### src/rtl/buffer_address_transmit.sv
`default_nettype none
// ============================================================================
// Module   : buffer_address_transmit
// Purpose  : Transmit-side buffer reader. Queues buffer IDs (bufids) of stored
//            packets, reads each packet word by word from packet RAM and emits
//            it as a 9-bit stream tagged with its bufid. After the tail word
//            has left, the bufid is handed back to the free pool.
// Revision : 1.0 - initial release
// ----------------------------------------------------------------------------
// Ports
//   i_clk, i_rst_n       clock, asynchronous active-low reset
//   i_desc_wr            descriptor write strobe
//   iv_desc_bufid        bufid of the packet to transmit
//   o_desc_full          descriptor FIFO full (registered)
//   o_desc_overflow      one-cycle pulse: descriptor dropped, FIFO was full
//   o_ram_rd             packet RAM read strobe
//   ov_ram_raddr         read address {bufid, offset}
//   iv_ram_rdata         RAM word, valid RD_LAT cycles after o_ram_rd
//                        (bit8 = head/tail flag, [7:0] = byte)
//   ov_data, o_data_wr   output packet word and its valid
//   ov_bufid, o_bufid_wr bufid of the word on ov_data; strobe on the head word
//   ov_bufid_free        bufid returned to the free pool
//   o_bufid_free_wr      one-cycle release strobe
//   o_trunc_err          one-cycle pulse: buffer end reached with no tail
//   ov_tx_pkt_cnt        packets emitted, wrapping 16-bit count
// ============================================================================
module buffer_address_transmit #(
  parameter int OFF_W      = 11,
  parameter int RD_LAT     = 2,
  parameter int FIFO_DEPTH = 4
) (
  input  logic               i_clk,
  input  logic               i_rst_n,
  input  logic               i_desc_wr,
  input  logic [8:0]         iv_desc_bufid,
  output logic               o_desc_full,
  output logic               o_desc_overflow,
  output logic               o_ram_rd,
  output logic [9+OFF_W-1:0] ov_ram_raddr,
  input  logic [8:0]         iv_ram_rdata,
  output logic [8:0]         ov_data,
  output logic               o_data_wr,
  output logic [8:0]         ov_bufid,
  output logic               o_bufid_wr,
  output logic [8:0]         ov_bufid_free,
  output logic               o_bufid_free_wr,
  output logic               o_trunc_err,
  output logic [15:0]        ov_tx_pkt_cnt
);

  localparam int                 c_fifo_aw   = $clog2(FIFO_DEPTH);
  localparam logic [c_fifo_aw:0] c_fifo_full = FIFO_DEPTH[c_fifo_aw:0];
  localparam logic [c_fifo_aw:0] c_cnt_one   = 1;
  localparam logic [c_fifo_aw-1:0] c_ptr_one = 1;
  localparam logic [OFF_W-1:0]   c_off_max   = {OFF_W{1'b1}};
  localparam logic [OFF_W-1:0]   c_off_one   = 1;

  typedef enum logic [1:0] {
    ST_IDLE    = 2'd0,
    ST_READ    = 2'd1,
    ST_DRAIN   = 2'd2,
    ST_RELEASE = 2'd3
  } state_t;

  // descriptor FIFO
  logic [8:0]           r_fifo_mem [FIFO_DEPTH];
  logic [c_fifo_aw-1:0] r_wr_ptr, r_rd_ptr;
  logic [c_fifo_aw:0]   r_count, w_count_nxt;
  logic                 r_desc_full, r_desc_overflow;
  logic                 w_fifo_full, w_fifo_empty, w_push, w_pop;

  // packet sequencing
  state_t               r_state, w_state_nxt;
  logic [8:0]           r_bufid;
  logic [OFF_W-1:0]     r_offset;
  logic                 w_ram_rd;
  logic [RD_LAT-1:0]    r_vld;
  logic [OFF_W-1:0]     r_ret_idx;
  logic                 r_discard;
  logic                 w_emit, w_head, w_tail, w_trunc;

  // output registers
  logic [8:0]           r_data, r_out_bufid;
  logic                 r_data_wr, r_bufid_wr, r_trunc_err;
  logic [15:0]          r_pkt_cnt;

  // A write that meets a full FIFO is dropped even if IDLE pops in the same
  // cycle, so the decision uses the current count only.
  assign w_fifo_full  = (r_count == c_fifo_full);
  assign w_fifo_empty = (r_count == '0);
  assign w_push       = i_desc_wr & ~w_fifo_full;

  always_comb begin
    w_count_nxt = r_count;
    if (w_push && !w_pop) begin
      w_count_nxt = r_count + c_cnt_one;
    end else if (!w_push && w_pop) begin
      w_count_nxt = r_count - c_cnt_one;
    end
  end

  always_ff @(posedge i_clk) begin
    if (w_push) begin
      r_fifo_mem[r_wr_ptr] <= iv_desc_bufid;
    end
  end

  always_ff @(posedge i_clk or negedge i_rst_n) begin
    if (!i_rst_n) begin
      r_wr_ptr        <= '0;
      r_rd_ptr        <= '0;
      r_count         <= '0;
      r_desc_full     <= 1'b0;
      r_desc_overflow <= 1'b0;
    end else begin
      r_count         <= w_count_nxt;
      r_desc_full     <= (w_count_nxt == c_fifo_full);
      r_desc_overflow <= i_desc_wr & w_fifo_full;
      if (w_push) r_wr_ptr <= r_wr_ptr + c_ptr_one;
      if (w_pop)  r_rd_ptr <= r_rd_ptr + c_ptr_one;
    end
  end

  // Returned-word classification. Words arriving after the tail (or after
  // the truncated last word) come from over-issued reads and are dropped.
  assign w_emit  = r_vld[RD_LAT-1] & ~r_discard;
  assign w_head  = w_emit & (r_ret_idx == '0);
  assign w_tail  = w_emit & (r_ret_idx != '0) & iv_ram_rdata[8];
  assign w_trunc = w_emit & (r_ret_idx == c_off_max) & ~iv_ram_rdata[8];

  always_comb begin
    w_state_nxt = r_state;
    w_pop       = 1'b0;
    w_ram_rd    = 1'b0;
    case (r_state)
      ST_IDLE: begin
        if (!w_fifo_empty) begin
          w_pop       = 1'b1;
          w_state_nxt = ST_READ;
        end
      end
      ST_READ: begin
        // the tail suppresses the read issued in its own cycle
        if (w_tail) begin
          w_state_nxt = ST_DRAIN;
        end else begin
          w_ram_rd = 1'b1;
          if (r_offset == c_off_max) w_state_nxt = ST_DRAIN;
        end
      end
      ST_DRAIN: begin
        if (r_vld == '0) w_state_nxt = ST_RELEASE;
      end
      ST_RELEASE: begin
        w_state_nxt = ST_IDLE;
      end
      default: begin
        w_state_nxt = ST_IDLE;
      end
    endcase
  end

  always_ff @(posedge i_clk or negedge i_rst_n) begin
    if (!i_rst_n) begin
      r_state   <= ST_IDLE;
      r_bufid   <= '0;
      r_offset  <= '0;
      r_ret_idx <= '0;
      r_discard <= 1'b0;
      r_pkt_cnt <= '0;
    end else begin
      r_state <= w_state_nxt;
      if (w_pop) begin
        r_bufid  <= r_fifo_mem[r_rd_ptr];
        r_offset <= '0;
      end else if (w_ram_rd) begin
        r_offset <= r_offset + c_off_one;
      end
      if (w_pop) begin
        r_ret_idx <= '0;
        r_discard <= 1'b0;
      end else if (w_emit) begin
        r_ret_idx <= r_ret_idx + c_off_one;
        if (w_tail || w_trunc) r_discard <= 1'b1;
      end
      if (r_state == ST_RELEASE) r_pkt_cnt <= r_pkt_cnt + 16'd1;
    end
  end

  // Read-valid pipeline: bit RD_LAT-1 marks the cycle iv_ram_rdata is valid.
  if (RD_LAT == 1) begin : g_vld_lat1
    always_ff @(posedge i_clk or negedge i_rst_n) begin
      if (!i_rst_n) r_vld <= '0;
      else          r_vld <= w_ram_rd;
    end
  end else begin : g_vld_latn
    always_ff @(posedge i_clk or negedge i_rst_n) begin
      if (!i_rst_n) r_vld <= '0;
      else          r_vld <= {r_vld[RD_LAT-2:0], w_ram_rd};
    end
  end

  always_ff @(posedge i_clk or negedge i_rst_n) begin
    if (!i_rst_n) begin
      r_data      <= '0;
      r_data_wr   <= 1'b0;
      r_out_bufid <= '0;
      r_bufid_wr  <= 1'b0;
      r_trunc_err <= 1'b0;
    end else begin
      r_data_wr   <= w_emit;
      r_bufid_wr  <= w_head;
      r_trunc_err <= w_trunc;
      r_out_bufid <= w_emit ? r_bufid : 9'd0;
      // head and truncated last word always leave with the flag set
      if (!w_emit)                r_data <= '0;
      else if (w_head || w_trunc) r_data <= {1'b1, iv_ram_rdata[7:0]};
      else                        r_data <= iv_ram_rdata;
    end
  end

  assign o_desc_full     = r_desc_full;
  assign o_desc_overflow = r_desc_overflow;
  assign o_ram_rd        = w_ram_rd;
  assign ov_ram_raddr    = w_ram_rd ? {r_bufid, r_offset} : '0;
  assign ov_data         = r_data;
  assign o_data_wr       = r_data_wr;
  assign ov_bufid        = r_out_bufid;
  assign o_bufid_wr      = r_bufid_wr;
  assign o_bufid_free_wr = (r_state == ST_RELEASE);
  assign ov_bufid_free   = (r_state == ST_RELEASE) ? r_bufid : 9'd0;
  assign o_trunc_err     = r_trunc_err;
  assign ov_tx_pkt_cnt   = r_pkt_cnt;

endmodule
`default_nettype wire
### config.mk
export PLATFORM = sky130hd
export DESIGN_NAME = buffer_address_transmit
export DESIGN_NICKNAME = d
export VERILOG_FILES = /design/src/rtl/buffer_address_transmit.sv
export SDC_FILE = /design/constraint.sdc
export NUM_CORES = 1
export LEC_CHECK = 0
export BUFFER_PORTS_ARGS = -buffer_cell sky130_fd_sc_hd__buf_2
export CAP_MARGIN = 40
export CORE_MARGIN = 1
export CORE_UTILIZATION = 58
export DETAILED_ROUTE_END_ITERATION = 8
export PLACE_DENSITY = 0.82
export SYNTH_ARGS = -nofsm -noshare
export SYNTH_HDL_FRONTEND = slang
export SYNTH_SLANG_ARGS = --single-unit
### constraint.sdc
create_clock -name i_clk -period 4.1 [get_ports i_clk]
set_clock_uncertainty 0.05 [all_clocks]
set_input_delay 0.41 -clock i_clk [delete_from_list [all_inputs] [get_ports i_clk]]
set_output_delay 0.41 -clock i_clk [all_outputs]
set_load 0.05 [all_outputs]
* Word level (Yosys, flattened, before mapping)
Memory sizes are Yosys's and may differ from the RTL's. A register that Yosys moved wholly into a read port is not among the register bits. Index checks and enable logic that the tools add are counted.
Operators by class: eq/ne operators 10, $add $sub $neg 7, reductions and logical operators 17, bitwise gates (word level) 11, multiplexer cells 25
Operators by type and width (count):
- $mux 11 | 4
- $mux 9 | 4
- $add 11x1->11 const B | 2
- $eq 11x11->1 const B | 2
- $mux 20 | 1
- $add 16x1->16 const B | 1
- $logic_not 11->1 | 1
- $reduce_bool 11->1 | 1
- $mux 1 | 9
- $and 1x1->1 | 8
- $mux 2 | 4
- $pmux 2 s4 | 1
- $eq 3x3->1 const B | 2
- $mux 3 | 2
- $reduce_bool 2->1 | 3
- $add 2x1->2 const B | 2
- $eq 2x2->1 const B | 2
- $logic_not 2->1 | 2
- $ne 2x2->1 const B | 2
- $add 3x1->3 const B | 1
- $logic_not 1->1 | 3
- $logic_not 3->1 | 1
- $ne 3x3->1 const B | 1
- $not 1->1 | 3
- 6 further kinds | 8
Storage, ports and cells: input bits 21, memories kept 1, bits in registers 73, output and inout port bits 70, RAM bits 36, word-level logic and storage cells 87
Memories:
- r_fifo_mem | depth 4, width 9, rd ports 1, clocked after memory_dff 1, wr ports 1, RTL line 66 | logic [8:0] r_fifo_mem [FIFO_DEPTH];

* Longest topological paths before layout
Gate-level depths: netlist of the first run.
word-level depth 8, depth in mapped cells 7

* Worst setup path before layout of the first run
No wires, ideal clock.
kind flip-flop to output port, start register r_ret_idx[4], end output port o_ram_rd, slack 1407 ps, required time 3640 ps, stages on the path, launching flop included 5, data arrival time 2233 ps, path buffers 1, path through dfrtp_1 > or4_4 > o311a_4 > clkbuf_1 > nor2_1
Between the ends: cells in the longest elaborated chain, start to end 5
RTL lines:
- start, declared | RTL line 78 | logic [OFF_W-1:0] r_ret_idx;
- start signal, assigned | RTL line 183 | r_ret_idx <= r_ret_idx + c_off_one;
- $reduce_bool 11->1 | RTL line 128 | assign w_tail = w_emit & (r_ret_idx != '0) & iv_ram_rdata[8];
- $and 1x1->1 (2 in series) | RTL line 128
- $mux 1 | RTL line 144 | if (w_tail) begin
- $mux 1 | RTL line 135 | case (r_state)
- end, declared | RTL line 38 | output logic o_ram_rd,
No other way between the ends.

* Worst setup path in the final report of the first run
start register r_ret_idx[4], end output port ov_ram_raddr[10]
Between the ends: cells in the longest elaborated chain, start to end 6
RTL lines:
- $reduce_bool 11->1 | RTL line 128
- $and 1x1->1 (2 in series) | RTL line 128
- $mux 1 | RTL line 144
- $mux 1 | RTL line 135
- $mux 20 | RTL line 225 | assign ov_ram_raddr = w_ram_rd ? {r_bufid, r_offset} : '0;
- end, declared | RTL line 39 | output logic [9+OFF_W-1:0] ov_ram_raddr,
No other way between the ends.

==> reports/metrics.yaml, run 1 <==
muxShareOfSynthArea_pct: 5.11
cts.sinks: 118
syn2layout_area_growth_pct: 22.2
globalplace.congestion: 0.831
r2r-end: "r_state[1]"
slew-limit-headroom_pct: 49.0
ff2ff_setup_slack_ns: 1.56
worst_slew_pin_slew_ns: 0.764
grt_max_degree: 49
cp.arrival_ns: 2.82
htreeDepth: 4
synthXorXnorAreaFrac_pct: 4.73
timing.hold.ws_ns: 0.0460
synth_ff_type: "dfrtp_1"
period_needed_ns: 3.28
hpwlAfterDp_um: 6990
startpoint_type: "flip-flop"
p_switching_mw: 2.01
grt_pass1_vias: 3491
grt_pass1_wl_um: 16500
clock_latency_ns: 0.52
p_clk_share_pct: 28.3
place.port_buffers: 90
clockBufferDepth: 2
finalSetupViolCount: 0
antenna_cells: 0
viasPerCell: 5.67
grt_overflow_total: 0
pre_cts_slack_ns: 1.39
multiInputGateArea_sq_um: 1960
holdPathStages: 2
ant_nets: 0
dr.pass1.iters: 4
r2r_cells: 5
leakage_nw: 3.03
via_count: 3643
syn_area_per_cell_sq_um: 12.2
drive_above_1_share_pct: 26.9
hold_violations: 0
drt_iter0_markers: 241
cts_tree: "built"
clkSlewWorstSetupHoldPaths_ns: 0.06
drc_errors: 0
min_to: "ov_data[0]"
cts_setup_buffers: 0
synth_top_family_by_area: "simple AND/OR/NAND/NOR gates"
seq_area_sq_um: 3130
yosys.area.top_type: "dfrtp_1"
status: "complete, no violations"
end_kind: "primary output"
ys_types: 44
clock.fmax_ghz: 0.305
syn_nets: 460
power_density_nw_per_um2: 768
finalMaxSlewViolations: 0
yosys_warnings: 0
fin_crit_sh_pct: 80.0
sequentialPowerShare_pct: 35.9
netlist_area_sq_um: 5190
crit_type: "flip-flop to primary output"
synth_compound_area_share_pct: 5.21
synth_area_leaders: "dfrtp_1 40%, edfxtp_1 21%, mux4_2 3.9%, and2_1 3.9%, ha_1 3.6%"
async_reset_ff_share_pct: 69.5
fin_ws_ns: 0.821
synth-edff-count: 36
ctsHoldBuffers: 1
io-pin-count: 91
r2r_start: "r_ret_idx[4]"
synth_top_area_share_pct: 39.6
clockRootBuffer: "clkbuf_8"
initial_core_util_pct: 59.8
core_sq_um: 8680
holdCritPathClass: "input pin to flip-flop"
maxCapViolCount: 0
cts_inserted_buffers: 17
pwr-share-comb_pct: 35.8
drt-total-wl_um: 10600
routedWlPerCell_um: 16.5
fillers: 571
setup_tns_ns: 0
die_h_um: 96.6
cp.required_ns: 3.64
cts.repair.resized: 0
antenna_found_initial: 0
ys_ff_latch: 118
intPower_mw: 2.86
yosys.area_share.simple_pct: 18.8
dieWidth_um: 96.6
syn_inst: 424
ir_worst_vdd_uv: 473
final_nets: 558
rsz0062_at_grt: "no"
worstHoldStart: "iv_ram_rdata[0]"
die-area_sq_um: 9320
ys_seq_area_share_pct: 60.4
grt.total_usage_pct: 24.2
crit_fanout: 16
swShare_pct: 41.3
core.rowCount: 34
synthAdderAreaFrac_pct: 3.62
## worst max-delay path: stages (launching register included)
cell	delay [ns]
dfrtp_1	0.43
or4_4	0.58
o311ai_2	0.54
buf_4	0.30
and3_1	0.18
buf_2	0.27
## flip-flops by register name, summed over array words and instances (netlist names), 2 cells and up
register and count:
r_vld 2, r_wr_ptr 2, r_count 3, r_bufid 9, ov_data 9, r_rd_ptr 2
r_fifo_mem 36, r_offset 11, r_state 2, ov_tx_pkt_cnt 16, r_ret_idx 11, ov_bufid 9
## cells in the final DEF, fill, tap and decap left out, types with 3 or more instances in the layout
master and count:
inv_6 7, nor2_1 16, o21ai_0 9, dfrtp_1 82
nor4_1 3, a21oi_1 12, o31ai_1 5, buf_4 4
buf_2 89, nand2_1 47, and3_1 24, nand3_1 12
or3_1 4, and2_1 32, mux2i_1 4, edfxtp_1 36
inv_1 13, nand2b_1 7, nand4_1 10, xor2_1 10
ha_1 15, xnor2_1 18, nor3_1 8, or4_1 6
mux4_2 9, clkbuf_16 16
## cell usage after synthesis, drive strengths merged (2+ instances only)
cell type and count:
o21ai 9, xor2 10, a21oi 13, xnor2 18
nand2b 7, a311oi 2, nand4 10, and3 24
edfxtp 36, or3 4, nor3 8, nor4 4
mux2 2, ha 15, nand2 47, nor2 16
mux4 9, dfrtp 82, mux2i 4, clkbuf 14
inv 13, and2 32, a211o 2, nand3 12
buf 2, and4 2, or4 8, o31ai 5
## final cells by class
| type | count | share of cell area [%] |
|---|---|---|
| timing repair buffer | 95 | 8.09 |
| tap | 108 | 2.13 |
| multi-input combinational | 277 | 30.8 |
| sequential | 118 | 49.4 |
| inverter | 13 | 0.770 |
| clock buffer | 17 | 6.53 |
| clock inverter | 15 | 2.21 |
## layer usage
layer / GRT usage, % / wire length, um / up-vias
li1: - / - / 1715
met1: 27.8 / 4270 / 1821
met2: 42.4 / 5710 / 87
met3: 6.42 / 397 / 20
met4: 10.4 / 219 / 0
met5: 0 / 0 / -
## how the worst max path moves through the flow
stage	slack, ns	end	start
2_1_floorplan	1.41	o_ram_rd	r_ret_idx[4]
3_3_place_gp	1.45	ov_ram_raddr[19]	r_ret_idx[8]
3_5_place_dp	1.39	ov_ram_raddr[19]	r_ret_idx[8]
4_1_cts	0.83	ov_ram_raddr[19]	r_ret_idx[4]
5_1_grt	0.69	ov_ram_raddr[19]	r_ret_idx[4]
6_report	0.82	ov_ram_raddr[10]	r_ret_idx[4]
## power groups by stage
| stage | clock network [mW] | registers, mW | logic [mW] |
|---|---|---|---|
| 2_1_floorplan | 0 | 1.95 | 1.09 |
| 3_3_place_gp | 0 | 1.74 | 1.66 |
| 3_5_place_dp | 0 | 1.76 | 1.72 |
| 4_1_cts | 1.39 | 1.75 | 1.75 |
| 5_1_grt | 1.45 | 1.78 | 1.88 |
| 6_report | 1.38 | 1.75 | 1.74 |
## cells by family (layout without fill, tap and decap cells)
family / count (synthesis) / after routing
and+or+nand+nor: 179 / 179
muxes: 15 / 15
DFF: 118 / 118
xor gates and xnor gates: 28 / 28
adders and majority gates: 15 / 15
AOI/OAI and AO/OA: 40 / 40
buffers and inverters: 29 / 140
## through the flow
step	instance area (sq um)	instances	total power, mW	util [%]
floorplan	5190	424	3.04	-
global placement	5750	609	3.40	66.2
detailed placement	5780	610	3.48	66.6
CTS	6340	643	4.88	73.1
global route	6340	643	5.11	73.1
finish	6340	643	4.87	73.1
Power figures use the tool's default switching activity.
==> run 2: changes to the inputs <==
Settings changed: CORE_UTILIZATION 58 to 50, PLACE_DENSITY 0.82 to 0.75.
Clock period 4.1 ns to 2.75 ns, I/O delays scaled along.
==> run 2 against run 1 <==
Compared with the run above:
- non-clock buffer count increased by 20
- total power increased by 56%
- clock power increased by 65%
- routed wire length increased by 2.2%
- critical path depth unchanged
- design area increased by 6.8%
- via count increased by 1.5%
- critical path type unchanged
- highest routed layer unchanged
==> reports/metrics.yaml, run 2 (synthesis results as in run 1) <==
status: "complete, no violations"  # unchanged
grt_max_degree: 68  # was 49
clkSlewWorstSetupHoldPaths_ns: 0.05  # was 0.06 ns
antenna_cells: 0  # unchanged
fin_crit_sh_pct: 99.9
r2r_cells: 4  # was 5
drive_above_1_share_pct: 26.8  # was 26.9%
antenna_found_initial: 0  # unchanged
worst_slew_pin_slew_ns: 0.628  # was 0.764 ns
finalMaxSlewViolations: 0  # unchanged
dp.cells: 638  # was 610
final_common_cell: "dfrtp_1"  # was buf_2
drc_errors: 0  # unchanged
period_needed_ns: 2.75
setup_tns_ns: 0  # unchanged
grt.total_usage_pct: 21.2  # was 24.2%
slew-limit-headroom_pct: 58.0  # was 49.0%
dieWidth_um: 104  # was 96.6 um
holdPathStages: 2  # unchanged
grt_overflow_total: 0  # unchanged
startpoint_type: "flip-flop"  # unchanged
drt-total-wl_um: 10800  # was 10600 um
cts_inserted_buffers: 17  # unchanged
core.rowCount: 36  # was 34
clock.fmax_ghz: 0.364
leakage_nw: 3.16  # was 3.03 nW
r2r_start: "r_ret_idx[4]"  # unchanged
die-area_sq_um: 10800  # was 9320 sq um
clock_latency_ns: 0.51  # was 0.52 ns
cts_tree: "built"  # unchanged
end_kind: "primary output"  # unchanged
die_h_um: 104  # was 96.6 um
layout_common_cells: "82 x dfrtp_1, 68 x buf_2, 47 x nand2_1"  # was 89 x buf_2, 82 x dfrtp_1, 47 x nand2_1
drt_iter0_markers: 223  # was 241
ir_worst_vdd_uv: 600  # was 473 uV
ff2ff_setup_slack_ns: 0.43  # was 1.56 ns
fin_util_pct: 68.3  # was 73.1%
hpwlAfterDp_um: 6950  # was 6990 um
worstHoldStart: "i_desc_wr"  # was iv_ram_rdata[0]
globalplace.congestion: 0.839  # was 0.831
final_nets: 578  # was 558
cp.arrival_ns: 2.42  # was 2.82 ns
cp.required_ns: 2.42  # was 3.64 ns
top_register: "r_fifo_mem"  # unchanged
crit_fanout: 23  # was 16
timing.hold.ws_ns: 0.0229  # was 0.0460 ns
crit_type: "flip-flop to primary output"  # unchanged
ant_nets: 0  # unchanged
min_to: "o_desc_overflow"  # was ov_data[0]
cts.sinks: 118  # unchanged
dr.pass1.iters: 4  # unchanged
viasPerCell: 5.37  # was 5.67
maxCapViolCount: 0  # unchanged
dpl-instance-area_sq_um: 5830  # was 5780 sq um
clockBufferDepth: 2  # unchanged
grt_pass1_vias: 3688  # was 3491
htreeDepth: 4  # unchanged
routedWlPerCell_um: 15.7  # was 16.5 um
r2r-end: "r_offset[7]"  # was r_state[1]
clockRootBuffer: "clkbuf_8"  # unchanged
holdCritPathClass: "input pin to flip-flop"  # unchanged
largest_register_ffs: 36  # unchanged
finalSetupViolCount: 0  # unchanged
rsz0062_at_grt: "yes"  # was no
syn2layout_area_growth_pct: 30.6  # was 22.2%
via_count: 3697  # was 3643
place.port_buffers: 90  # unchanged
fin_cells: 688  # was 643
initial_core_util_pct: 52.3  # was 59.8%
io-pin-count: 91  # unchanged
core_sq_um: 9910  # was 8680 sq um
hold_violations: 0  # unchanged
final_area_sq_um: 6770  # was 6340 sq um
grt_pass1_wl_um: 17800  # was 16500 um
power_density_nw_per_um2: 1120  # was 768 nW/um^2
[run 2: cell types whose count changed in the layout (fill, tap and decap cells not counted), sizes merged]
cell         delta
dlygate4sd3    +17
inv             -4
buf             +3
bufinv          +3
clkinvlp        +1
[run 2: final cells by class]
class,count,area (sq um)
timing repair buffer,115,837
clock inverter,15,200
tap,133,166
multi-input combinational,277,1970
sequential,118,3130
inverter,13,48.8
clock buffer,17,414
fill,706,3140
[run 2: timing repair]
item                                   in CTS  in global routing
resized for setup                          34                 11
hold buffers                               18                  0
buffers inserted                            0                  0
endpoints found under the hold margin     126                  0
setup endpoints to repair                  21                 21
[run 2: routing by layer]
layer  vias to the layer above  routed length (um)  GRT usage, %
met5                         -                   0             0
met4                         0                 201          9.18
met3                        22                 411          5.10
met2                       112                5600          35.6
met1                      1813                4610          26.1
li1                       1750                   -             -
[run 2: per-stage QoR]
step | power, mW | setup slack [ns]
6_report | 7.60 | 0.00280
5_1_grt | 7.99 | -0.0731
4_1_cts | 7.63 | 0.000600
3_5_place_dp | 5.23 | 0.450
3_3_place_gp | 5.12 | 0.506
2_1_floorplan | 4.53 | 0.192
[run 2: worst max-delay path: stages (launching register included)]
cell and delay [ns]:
dfrtp_1 0.42, or4_4 0.59, o311ai_4 0.30, buf_6 0.22, and3_1 0.21, buf_6 0.17
[run 2: worst max path at each step]
stage | start | end | depth (start not counted)
6_report | r_ret_idx[4] | ov_ram_raddr[13] | 5
5_1_grt | r_ret_idx[4] | ov_ram_raddr[13] | 5
4_1_cts | r_ret_idx[4] | ov_ram_raddr[10] | 5
3_5_place_dp | r_ret_idx[8] | ov_ram_raddr[12] | 5
3_3_place_gp | r_ret_idx[4] | r_offset[7] | 4
2_1_floorplan | r_ret_idx[4] | o_ram_rd | 4
[run 2: power by group]
| part | switching, mW | total (mW) | leakage [nW] | internal [mW] |
|---|---|---|---|---|
| registers | 0.371 | 2.61 | 1.42 | 2.24 |
| logic | 1.81 | 2.71 | 1.45 | 0.903 |
| clock network | 0.803 | 2.28 | 0.293 | 1.48 |
==> run 3: changes to the inputs <==
--- a/config.mk
+++ b/config.mk
@@ -12,2 +12,3 @@
 export DETAILED_ROUTE_END_ITERATION = 8
+export HOLD_SLACK_MARGIN = 0.1
 export PLACE_DENSITY = 0.75
==> constraint.sdc (replaced) <==
create_clock -name i_clk -period 2.75 [get_ports i_clk]
set_clock_uncertainty 0.05 [all_clocks]
set_input_delay 0 -clock i_clk [delete_from_list [all_inputs] [get_ports i_clk]]
set_output_delay 0 -clock i_clk [all_outputs]
set_load 0.05 [all_outputs]
==> run 3 against run 2 <==
Compared with the run above:
- worst setup slack better by 0.097 ns
- total power fell by 3.0%
- largest power group unchanged
- critical endpoint is now ov_ram_raddr[4]
- hold slack better by 0.15 ns
- sequential share of layout area rose by 0.78 points
- critical path depth stayed put
- routed wire length is 1.8% lower
==> reports/metrics.yaml, run 3 (synthesis results as in run 1) <==
finalSetupViolCount: 0  # unchanged
maxCapViolCount: 0  # unchanged
grt_overflow_total: 0  # unchanged
drt-total-wl_um: 10600  # was 10800 um
die_h_um: 104  # unchanged
htreeDepth: 4  # unchanged
pre_cts_slack_ns: 0.466  # was 0.450 ns
period_needed_ns: 2.65  # was 2.75 ns
worstPathCellList: "or4_1, o311ai_4, buf_4, and3_1, buf_2"  # was or4_4, o311ai_4, buf_6, and3_1, buf_6
drc_errors: 0  # unchanged
routedWlPerCell_um: 15.3  # was 15.7 um
crit_cells: 5  # unchanged
crit_buf_inv: 2  # unchanged
core.rowCount: 36  # unchanged
clock_latency_ns: 0.51  # about the same
final_nets: 583  # was 578
grt.total_usage_pct: 21.0  # was 21.2%
slowest_delay_ns: 0.65  # was 0.59 ns
initial_core_util_pct: 52.3  # unchanged
core_sq_um: 9910  # unchanged
cp.arrival_ns: 2.60  # was 2.42 ns
clockRootBuffer: "clkbuf_8"  # unchanged
ir_worst_vdd_uv: 809  # was 600 uV
die-area_sq_um: 10800  # unchanged
cpMaxStageDelayCell: "or4_1"  # was or4_4
cp-startpoint: "r_ret_idx[7]"  # was r_ret_idx[4]
startpoint_type: "flip-flop"  # unchanged
cp_top_family: "simple AND/OR/NAND/NOR gates"  # unchanged
via_count: 3663  # was 3697
dp.cells: 639  # was 638
power_density_nw_per_um2: 1110  # was 1120 nW/um^2
end_kind: "primary output"  # unchanged
fillers: 743  # was 706
fin_crit_sh_pct: 96.4  # was 99.9%
final_common_cell: "buf_2"  # was dfrtp_1
antenna_found_initial: 0  # unchanged
dr.pass1.iters: 5  # was 4
cts_inserted_buffers: 17  # unchanged
hold_violations: 0  # unchanged
grt_pass1_vias: 3679  # was 3688
drt_iter0_markers: 188  # was 223
place.port_buffers: 90  # unchanged
grt_pass1_wl_um: 17600  # was 17800 um
leakage_nw: 3.17  # was 3.16 nW
hpwlAfterDp_um: 6910  # was 6950 um
cts_tree: "built"  # unchanged
finalMaxSlewViolations: 0  # unchanged
worst_slew_pin_slew_ns: 0.661  # was 0.628 ns
ant_nets: 0  # unchanged
r2r-end: "r_offset[7]"  # unchanged
fin_cells: 693  # was 688
slew-limit-headroom_pct: 55.8  # was 58.0%
syn2layout_area_growth_pct: 28.4  # was 30.6%
dieWidth_um: 104  # unchanged
setup_tns_ns: 0  # unchanged
cp.required_ns: 2.70  # was 2.42 ns
r2r_start: "r_ret_idx[7]"  # was r_ret_idx[4]
clock.fmax_ghz: 0.377  # was 0.364 GHz
cts.sinks: 118  # unchanged
viasPerCell: 5.29  # was 5.37
drive_above_1_share_pct: 26.4  # was 26.8%
fin_util_pct: 67.2  # was 68.3%
r2r_cells: 4  # unchanged
holdCritPathClass: "input pin to flip-flop"  # unchanged
final_area_sq_um: 6660  # was 6770 sq um
clockBufferDepth: 2  # unchanged
grt_max_degree: 68  # unchanged
dpl-instance-area_sq_um: 5840  # was 5830 sq um
status: "complete, no violations"  # unchanged
timing.hold.ws_ns: 0.172  # was 0.0229 ns
io-pin-count: 91  # unchanged
largest_register_ffs: 36  # unchanged
fin_ws_ns: 0.0998  # was 0.00280 ns
top_register: "r_fifo_mem"  # unchanged
crit_fanout: 14  # was 23
worstHoldStart: "iv_ram_rdata[0]"  # was i_desc_wr
crit_path_end: "ov_ram_raddr[4]"  # was ov_ram_raddr[13]
crit_type: "flip-flop to primary output"  # unchanged
antenna_cells: 0  # unchanged
layout_common_cells: "89 x buf_2, 82 x dfrtp_1, 47 x nand2_1"  # was 82 x dfrtp_1, 68 x buf_2, 47 x nand2_1
clkSlewWorstSetupHoldPaths_ns: 0.06  # was 0.05 ns
globalplace.congestion: 0.849  # was 0.839
ff2ff_setup_slack_ns: 0.38  # was 0.43 ns
finalPower_mw: 7.37  # was 7.60 mW
[run 3: layout make-up]
type / instances / area, sq um / share of cell area, %
sequential: 118 / 3130 / 47.0
multi-input combinational: 277 / 1970 / 29.5
timing repair buffer: 120 / 753 / 11.3
inverter: 13 / 48.8 / 0.733
tap: 133 / 166 / 2.50
clock inverter: 11 / 121 / 1.82
clock buffer: 21 / 470 / 7.07
[run 3: power breakdown]
| part | internal [mW] | leakage (nW) | switching (mW) |
|---|---|---|---|
| Combinational | 0.838 | 1.45 | 1.79 |
| Sequential | 2.24 | 1.42 | 0.368 |
| Clock | 1.39 | 0.297 | 0.751 |
| Total | 4.47 | 3.17 | 2.91 |
[run 3: how the worst min path moves through the flow]
stage,to,slack (ns),cells past startpoint
2_1_floorplan,o_bufid_wr,-0.35,0
3_3_place_gp,ov_data[0],0.16,2
3_5_place_dp,ov_data[3],-0.17,1
4_1_cts,ov_data[2],0.15,3
5_1_grt,r_fifo_mem[2][4],0.17,2
6_report,ov_data[0],0.17,3
[run 3: metal layers]
layer	global-route usage [%]	share of wire (%)
met1	24.8	41
met2	36.1	53
met3	5.60	4.6
met4	8.88	1.5
met5	0	0
[run 3: repair_timing]
| action | in CTS | in global routing |
|---|---|---|
| setup endpoints to repair | 0 | 18 |
| hold buffers | 22 | 0 |
| endpoints found under the hold margin | 144 | 0 |
| setup buffers | 0 | 0 |
| gates resized for setup | 0 | 1 |
[run 3: tightest hold or removal path: stages]
cell and delay [ns]:
dlygate4sd3_1 0.51, buf_2 0.09, and2_1 0.10
